### config.mk
export PLATFORM = sky130hd
export DESIGN_NAME = coefficient_bank_streamer
export DESIGN_NICKNAME = d
export VERILOG_FILES = /design/src/rtl/coefficient_bank_streamer.sv
export SDC_FILE = /design/constraint.sdc
export NUM_CORES = 1
export LEC_CHECK = 0
export CORE_ASPECT_RATIO = 0.9
export CORE_UTILIZATION = 40
export CTS_BUF_LIST = sky130_fd_sc_hd__clkbuf_8
export CTS_CLUSTER_SIZE = 24
export DETAILED_ROUTE_END_ITERATION = 10
export SETUP_SLACK_MARGIN = 0.4
export SLEW_MARGIN = 20
export SYNTH_ARGS = -nofsm -noshare
export SYNTH_HDL_FRONTEND = slang
export SYNTH_SLANG_ARGS = --single-unit
export TNS_END_PERCENT = 1
### constraint.sdc
create_clock -name clock -period 33.3 [get_ports clock]
set_input_delay 6.66 -clock clock [delete_from_list [all_inputs] [get_ports clock]]
set_output_delay 6.66 -clock clock [all_outputs]
set_load 0.01 [all_outputs]
### src/rtl/coefficient_bank_streamer.sv
// Multi-bank, run-time-writable coefficient store. Streams one selected bank,
// forward or reversed, over a valid/ready handshake into a FIR coefficient port.
module coefficient_bank_streamer #(
  parameter int LENGTH     = 20,
  parameter int DATA_WIDTH = 8,
  parameter int NUM_BANKS  = 2,
  parameter int ADDR_WIDTH = 5,
  parameter int BANK_WIDTH = 2
) (
  input  logic                         clock,
  input  logic                         reset,
  input  logic                         wrEnable,
  input  logic [BANK_WIDTH-1:0]        wrBank,
  input  logic [ADDR_WIDTH-1:0]        wrAddr,
  input  logic signed [DATA_WIDTH-1:0] wrData,
  input  logic                         startLoad,
  input  logic [BANK_WIDTH-1:0]        bankSelect,
  input  logic                         reverseOrder,
  input  logic                         coefficientReady,
  output logic signed [DATA_WIDTH-1:0] coefficientOut,
  output logic                         coefficientValid,
  output logic                         busy,
  output logic                         loadDone,
  output logic                         filterSetFlag,
  output logic                         errorFlag
);

  localparam int                    BANK_SLOTS  = 1 << BANK_WIDTH;
  localparam logic [BANK_WIDTH:0]   NUM_BANKS_W = (BANK_WIDTH+1)'(NUM_BANKS);
  localparam logic [ADDR_WIDTH:0]   LENGTH_W    = (ADDR_WIDTH+1)'(LENGTH);
  localparam logic [ADDR_WIDTH:0]   LAST_COUNT  = (ADDR_WIDTH+1)'(LENGTH - 1);
  localparam logic [ADDR_WIDTH-1:0] LAST_IDX    = ADDR_WIDTH'(LENGTH - 1);

  typedef enum logic [1:0] {IDLE, STREAM, DONE} state_t;

  function automatic logic signed [DATA_WIDTH-1:0] default_coef(input int bank, input int idx);
    int v;
    v = 0;
    if (bank == 0) begin
      case (idx)
        0: v = 34;    1: v = 34;    2: v = 0;     3: v = 49;    4: v = 125;
        5: v = -77;   6: v = -51;   7: v = 8;     8: v = 98;    9: v = 109;
        10: v = -91;  11: v = -3;   12: v = 9;    13: v = 1;    14: v = 59;
        15: v = 75;   16: v = 19;   17: v = 58;   18: v = -97;  19: v = 10;
        default: v = 0;
      endcase
    end
    return DATA_WIDTH'(v);
  endfunction

  state_t                       state_reg;
  logic [BANK_WIDTH-1:0]        bank_reg;
  logic                         rev_reg;
  logic [ADDR_WIDTH-1:0]        idx_reg;
  logic [ADDR_WIDTH:0]          count_reg;
  logic signed [DATA_WIDTH-1:0] mem_word [BANK_SLOTS][LENGTH];

  logic                         wr_reject;
  logic                         wr_accept;
  logic                         start_accept;
  logic                         start_reject;
  logic [ADDR_WIDTH-1:0]        start_idx;
  logic [ADDR_WIDTH-1:0]        idx_next;
  logic signed [DATA_WIDTH-1:0] first_word;

  // A write may never touch the bank currently being delivered.
  assign wr_reject    = wrEnable && (({1'b0, wrBank} >= NUM_BANKS_W) ||
                                     ({1'b0, wrAddr} >= LENGTH_W) ||
                                     (busy && (wrBank == bank_reg)));
  assign wr_accept    = wrEnable && !wr_reject;
  assign start_accept = startLoad && (state_reg == IDLE) && ({1'b0, bankSelect} < NUM_BANKS_W);
  assign start_reject = startLoad && !start_accept;
  assign start_idx    = reverseOrder ? LAST_IDX : '0;
  assign idx_next     = rev_reg ? (idx_reg - ADDR_WIDTH'(1)) : (idx_reg + ADDR_WIDTH'(1));

  // A same-cycle write to the first word must be seen by the stream.
  assign first_word = (wr_accept && (wrBank == bankSelect) && (wrAddr == start_idx)) ?
                      wrData : mem_word[bankSelect][start_idx];

  for (genvar gi = 0; gi < BANK_SLOTS; gi++) begin : g_bank
    for (genvar gj = 0; gj < LENGTH; gj++) begin : g_word
      localparam logic signed [DATA_WIDTH-1:0] INIT = default_coef(gi, gj);
      logic signed [DATA_WIDTH-1:0] word_reg;

      always_ff @(posedge clock or posedge reset) begin
        if (reset) begin
          word_reg <= INIT;
        end else if (wr_accept && (wrBank == BANK_WIDTH'(gi)) && (wrAddr == ADDR_WIDTH'(gj))) begin
          word_reg <= wrData;
        end
      end

      assign mem_word[gi][gj] = word_reg;
    end
  end

  always_ff @(posedge clock or posedge reset) begin
    if (reset) begin
      state_reg        <= IDLE;
      bank_reg         <= '0;
      rev_reg          <= 1'b0;
      idx_reg          <= '0;
      count_reg        <= '0;
      coefficientOut   <= '0;
      coefficientValid <= 1'b0;
      busy             <= 1'b0;
      loadDone         <= 1'b0;
      filterSetFlag    <= 1'b0;
      errorFlag        <= 1'b0;
    end else begin
      errorFlag <= wr_reject || start_reject;
      loadDone  <= 1'b0;
      case (state_reg)
        IDLE: begin
          if (start_accept) begin
            bank_reg         <= bankSelect;
            rev_reg          <= reverseOrder;
            idx_reg          <= start_idx;
            count_reg        <= '0;
            coefficientOut   <= first_word;
            coefficientValid <= 1'b1;
            filterSetFlag    <= 1'b0;
            busy             <= 1'b1;
            state_reg        <= STREAM;
          end
        end
        STREAM: begin
          if (coefficientValid && coefficientReady) begin
            // The counter, not the index, ends the stream so the index never wraps.
            if (count_reg == LAST_COUNT) begin
              coefficientValid <= 1'b0;
              loadDone         <= 1'b1;
              filterSetFlag    <= 1'b1;
              state_reg        <= DONE;
            end else begin
              idx_reg        <= idx_next;
              count_reg      <= count_reg + (ADDR_WIDTH+1)'(1);
              coefficientOut <= mem_word[bank_reg][idx_next];
            end
          end
        end
        DONE: begin
          busy      <= 1'b0;
          state_reg <= IDLE;
        end
        default: state_reg <= IDLE;
      endcase
    end
  end

endmodule
==> out/metrics.json <==
{
  "status": {
    "status": "completed"
  },
  "placed_design": {
    "gpl.final_weighted_congestion": 0.852,
    "place_ws_ns": 21.67,
    "dpl.hpwl_um": 41600,
    "placement.io_buffers": 35
  },
  "power_and_ir_drop": {
    "share_of_total_power_consumed_by_net_switching_pct": 22.9,
    "static-leakage-power_nw": 14.3,
    "sequentialPowerShare_pct": 51.6,
    "worst_ir_drop_vdd_uv": 29.4,
    "power_report.internal_total_mw": 1.25,
    "powerDensity_nw_per_um2": 52.1,
    "power_mw": 1.62,
    "comb_power_share_pct": 3.8,
    "p_sw_uw": 370,
    "power.share.clock_pct": 44.6
  },
  "worst_setup_path": {
    "worst-r2r-setup-slack_ns": 28.89,
    "worst_path_dominant_cell_family": "buffers and inverters",
    "worstRegToRegCells": 7,
    "worst-endpoint-arrival_ns": 11.06,
    "worst_setup_path_end_kind": "asynchronous set/reset pin",
    "crit_path_class": "in -> async",
    "worst_path_most_repeated_cell": "buf_4",
    "worst_ep_required_time_ns": 33.98,
    "critical_path.max_fanout": 132,
    "cp-start-kind": "input pin",
    "cp.depth": 6,
    "timing.critical_path.to": "g_bank[3].g_word[6].word_reg[2]",
    "setup.worst_path.start": "reset",
    "worst_path_max_delay_cell": "buf_4",
    "crit-reg2reg-launch": "idx_reg[0]",
    "timing.rr.end": "coefficientOut[5]",
    "critical-path-max-stage-delay_ns": 0.88,
    "crit_path_cell_trace": "clkdlybuf4s50_1 -> inv_8 -> buf_4 -> buf_4 -> buf_6 -> buf_4",
    "crit_buf_inv": 6
  },
  "synth": {
    "synth_top_flop_cell": "dfrtp_1",
    "syn-num-nets": 2072,
    "synthTopCellsByCount": "599 x dfrtp_1, 379 x clkbuf_1, 335 x mux2_2, 140 x mux4_2, 84 x a22oi_1",
    "synth_largest_area_cell": "dfrtp_1",
    "post-synth-top-count-cell": "dfrtp_1",
    "seq_area_frac_synth_pct": 58.6,
    "ys_async_sr_fraction_pct": 100,
    "synth_top_area_share_pct": 52.2,
    "synth-edff-count": 0,
    "syn-mean-instance-area_um2": 14.1,
    "post_synth_instance_area_um2": 28700,
    "post_synth_num_cell_types": 67,
    "largest_cells_by_area_after_synthesis": "dfrtp_1 52%, mux2_2 13%, mux4_2 11%, dfstp_2 6.4%, clkbuf_1 5.0%",
    "ys_ff_latch": 669,
    "synth.yosys.warnings": 0,
    "synthCells": 2044
  },
  "sta": {
    "tightest_slew_ns": 0.990,
    "setup_viol": 0,
    "finalSetupTns_ns": 0,
    "hold_viol_final": 0,
    "final_min_period_over_clock_period_pct": 31.2,
    "fin_skew_ns": 0.0409,
    "maxSlewViolCount": 0,
    "fin_crit_ns": 10.38,
    "rsz_0062_raised_after_global_routing": "false",
    "postLayoutSetupSlackWorst_ns": 22.92,
    "timing.max_slew.rel_slack_pct": 34.0,
    "clock.fmax_mhz": 96.3
  },
  "clock_tree": {
    "clkSlewWorstSetupHoldPaths_ns": 0.06,
    "tritoncts.num_buffers": 107,
    "ctsResizeCount": 0,
    "clk_path_buf_depth": 3,
    "cts-hold-fix-buffers": 0,
    "root_buffer": "clkbuf_8",
    "ctsHtreeMaxLevel": 3,
    "cts_tree": "done",
    "cts_sink_count": 669,
    "clk-insertion-delay-late_ns": 0.72,
    "cts_setup_buffers": 0
  },
  "global_routing": {
    "grt_pass1_vias": 16678,
    "grt_antenna_before_repair": 3,
    "grt_start_max_net_pins": 133,
    "groute.usage.overall_pct": 18.9,
    "grt_remaining_overflow": 0,
    "grt_first_pass_wirelength_um": 105000
  },
  "floorplanning": {
    "ios": 36,
    "core_area_um2": 70600,
    "die-area_um2": 72900,
    "floorplan.initialDensity_pct": 40.7,
    "chipHeight_um": 256,
    "fp.dieW_um": 285,
    "std_cell_rows": 92
  },
  "run": {
    "maxCapViolCount": 0
  },
  "detailed_routing": {
    "route.antenna.remaining_nets": 0,
    "route.vias.total": 15214,
    "drt-total-wl_um": 66700,
    "drc": 0,
    "detail_route.vias_per_cell": 5.39,
    "routedWlPerCell_um": 23.6,
    "dr_pass1_iterations": 5,
    "drt_first_iter_violations": 1176
  },
  "final_layout": {
    "area.growth.synth_to_final_pct": 8.11,
    "largest_reg_flops": 640,
    "fin_nets": 1818,
    "post_route_cells_drive_above_1_share_pct": 41.0
  },
  "hold_path": {
    "worstHoldPathType": "reg -> reg"
  }
}
-- layout make-up --
cell class | count | area (um2)
fill | 6236 | 39500
sequential | 669 | 16800
multi-input combinational | 937 | 10200
clock buffer | 132 | 1820
tap | 940 | 1180
timing repair buffer | 65 | 562
clock inverter | 69 | 425
inverter | 10 | 45.0
antenna | 3 | 7.51
-- routing by layer --
metal  up-vias  global-route usage, %  wire, um
met5         -                      0         0
met4         0                   5.33      1470
met3       102                   3.98      3200
met2       341                   29.5     31600
met1      8104                   26.7     30500
li1       6667                      -         -
-- cells by family after synthesis --
family          count (synthesis)  share of synthesized area [%]
simple gates                  210                           3.91
fa+ha+maj                       5                          0.244
buf+inv                       438                           6.07
flops                         669                           58.6
xor+xnor                       13                          0.396
compound gates                163                           4.24
mux                           546                           26.6
-- power groups by stage --
stage	clock, mW	combinational, mW	sequential [mW]
4_1_cts	0.744	0.0635	0.835
2_1_floorplan	0	0.0434	0.848
3_3_place_gp	0	0.0612	0.849
6_report	0.722	0.0621	0.836
3_5_place_dp	0	0.0632	0.850
5_1_grt	0.783	0.0688	0.837
-- how the worst min path moves through the flow --
stage | startpoint | endpoint | slack, ns | depth (start not counted)
CTS | g_bank[2].g_word[6].word_reg[5] | g_bank[2].g_word[6].word_reg[5] | 0.37 | 0
floorplan | g_bank[2].g_word[10].word_reg[7] | g_bank[2].g_word[10].word_reg[7] | 0.42 | 1
finish | g_bank[3].g_word[11].word_reg[2] | g_bank[3].g_word[11].word_reg[2] | 0.37 | 0
global placement | g_bank[2].g_word[16].word_reg[3] | g_bank[2].g_word[16].word_reg[3] | 0.36 | 0
global route | g_bank[2].g_word[17].word_reg[4] | g_bank[2].g_word[17].word_reg[4] | 0.38 | 0
detailed placement | g_bank[2].g_word[16].word_reg[3] | g_bank[2].g_word[16].word_reg[3] | 0.36 | 0
-- stage by stage --
step | hold slack [ns] | instance area [um2] | instances | util, %
2_1_floorplan | 0.424 | 28700 | 2044 | -
3_3_place_gp | 0.360 | 28800 | 2621 | 40.8
3_5_place_dp | 0.362 | 28800 | 2621 | 40.8
4_1_cts | 0.375 | 31000 | 2822 | 44.0
5_1_grt | 0.379 | 31100 | 2824 | 44.0
6_report | 0.370 | 31100 | 2825 | 44.0
-- placed cells by master, fill, tap and decap left out, types with 5 or more instances in the layout --
master,synthesis,final
nand4_1,12,12
inv_1,9,57
a211oi_1,13,13
nor2b_1,20,18
nor2_2,4,5
nand2_1,68,68
mux4_2,140,140
buf_4,13,27
xor2_1,9,8
a22oi_1,84,84
o22ai_1,5,5
nor2_1,30,29
nand3_1,26,26
clkinv_2,0,11
clkbuf_8,0,132
dfstp_2,70,70
buf_2,30,7
mux2i_1,70,70
bufinv_16,0,5
a21oi_1,9,9
nand2b_1,5,5
dfrtp_1,599,597
o21ai_0,16,16
mux2_2,335,335
clkdlybuf4s50_1,0,27
nand2_2,8,8
Power figures use the tool's default switching activity.
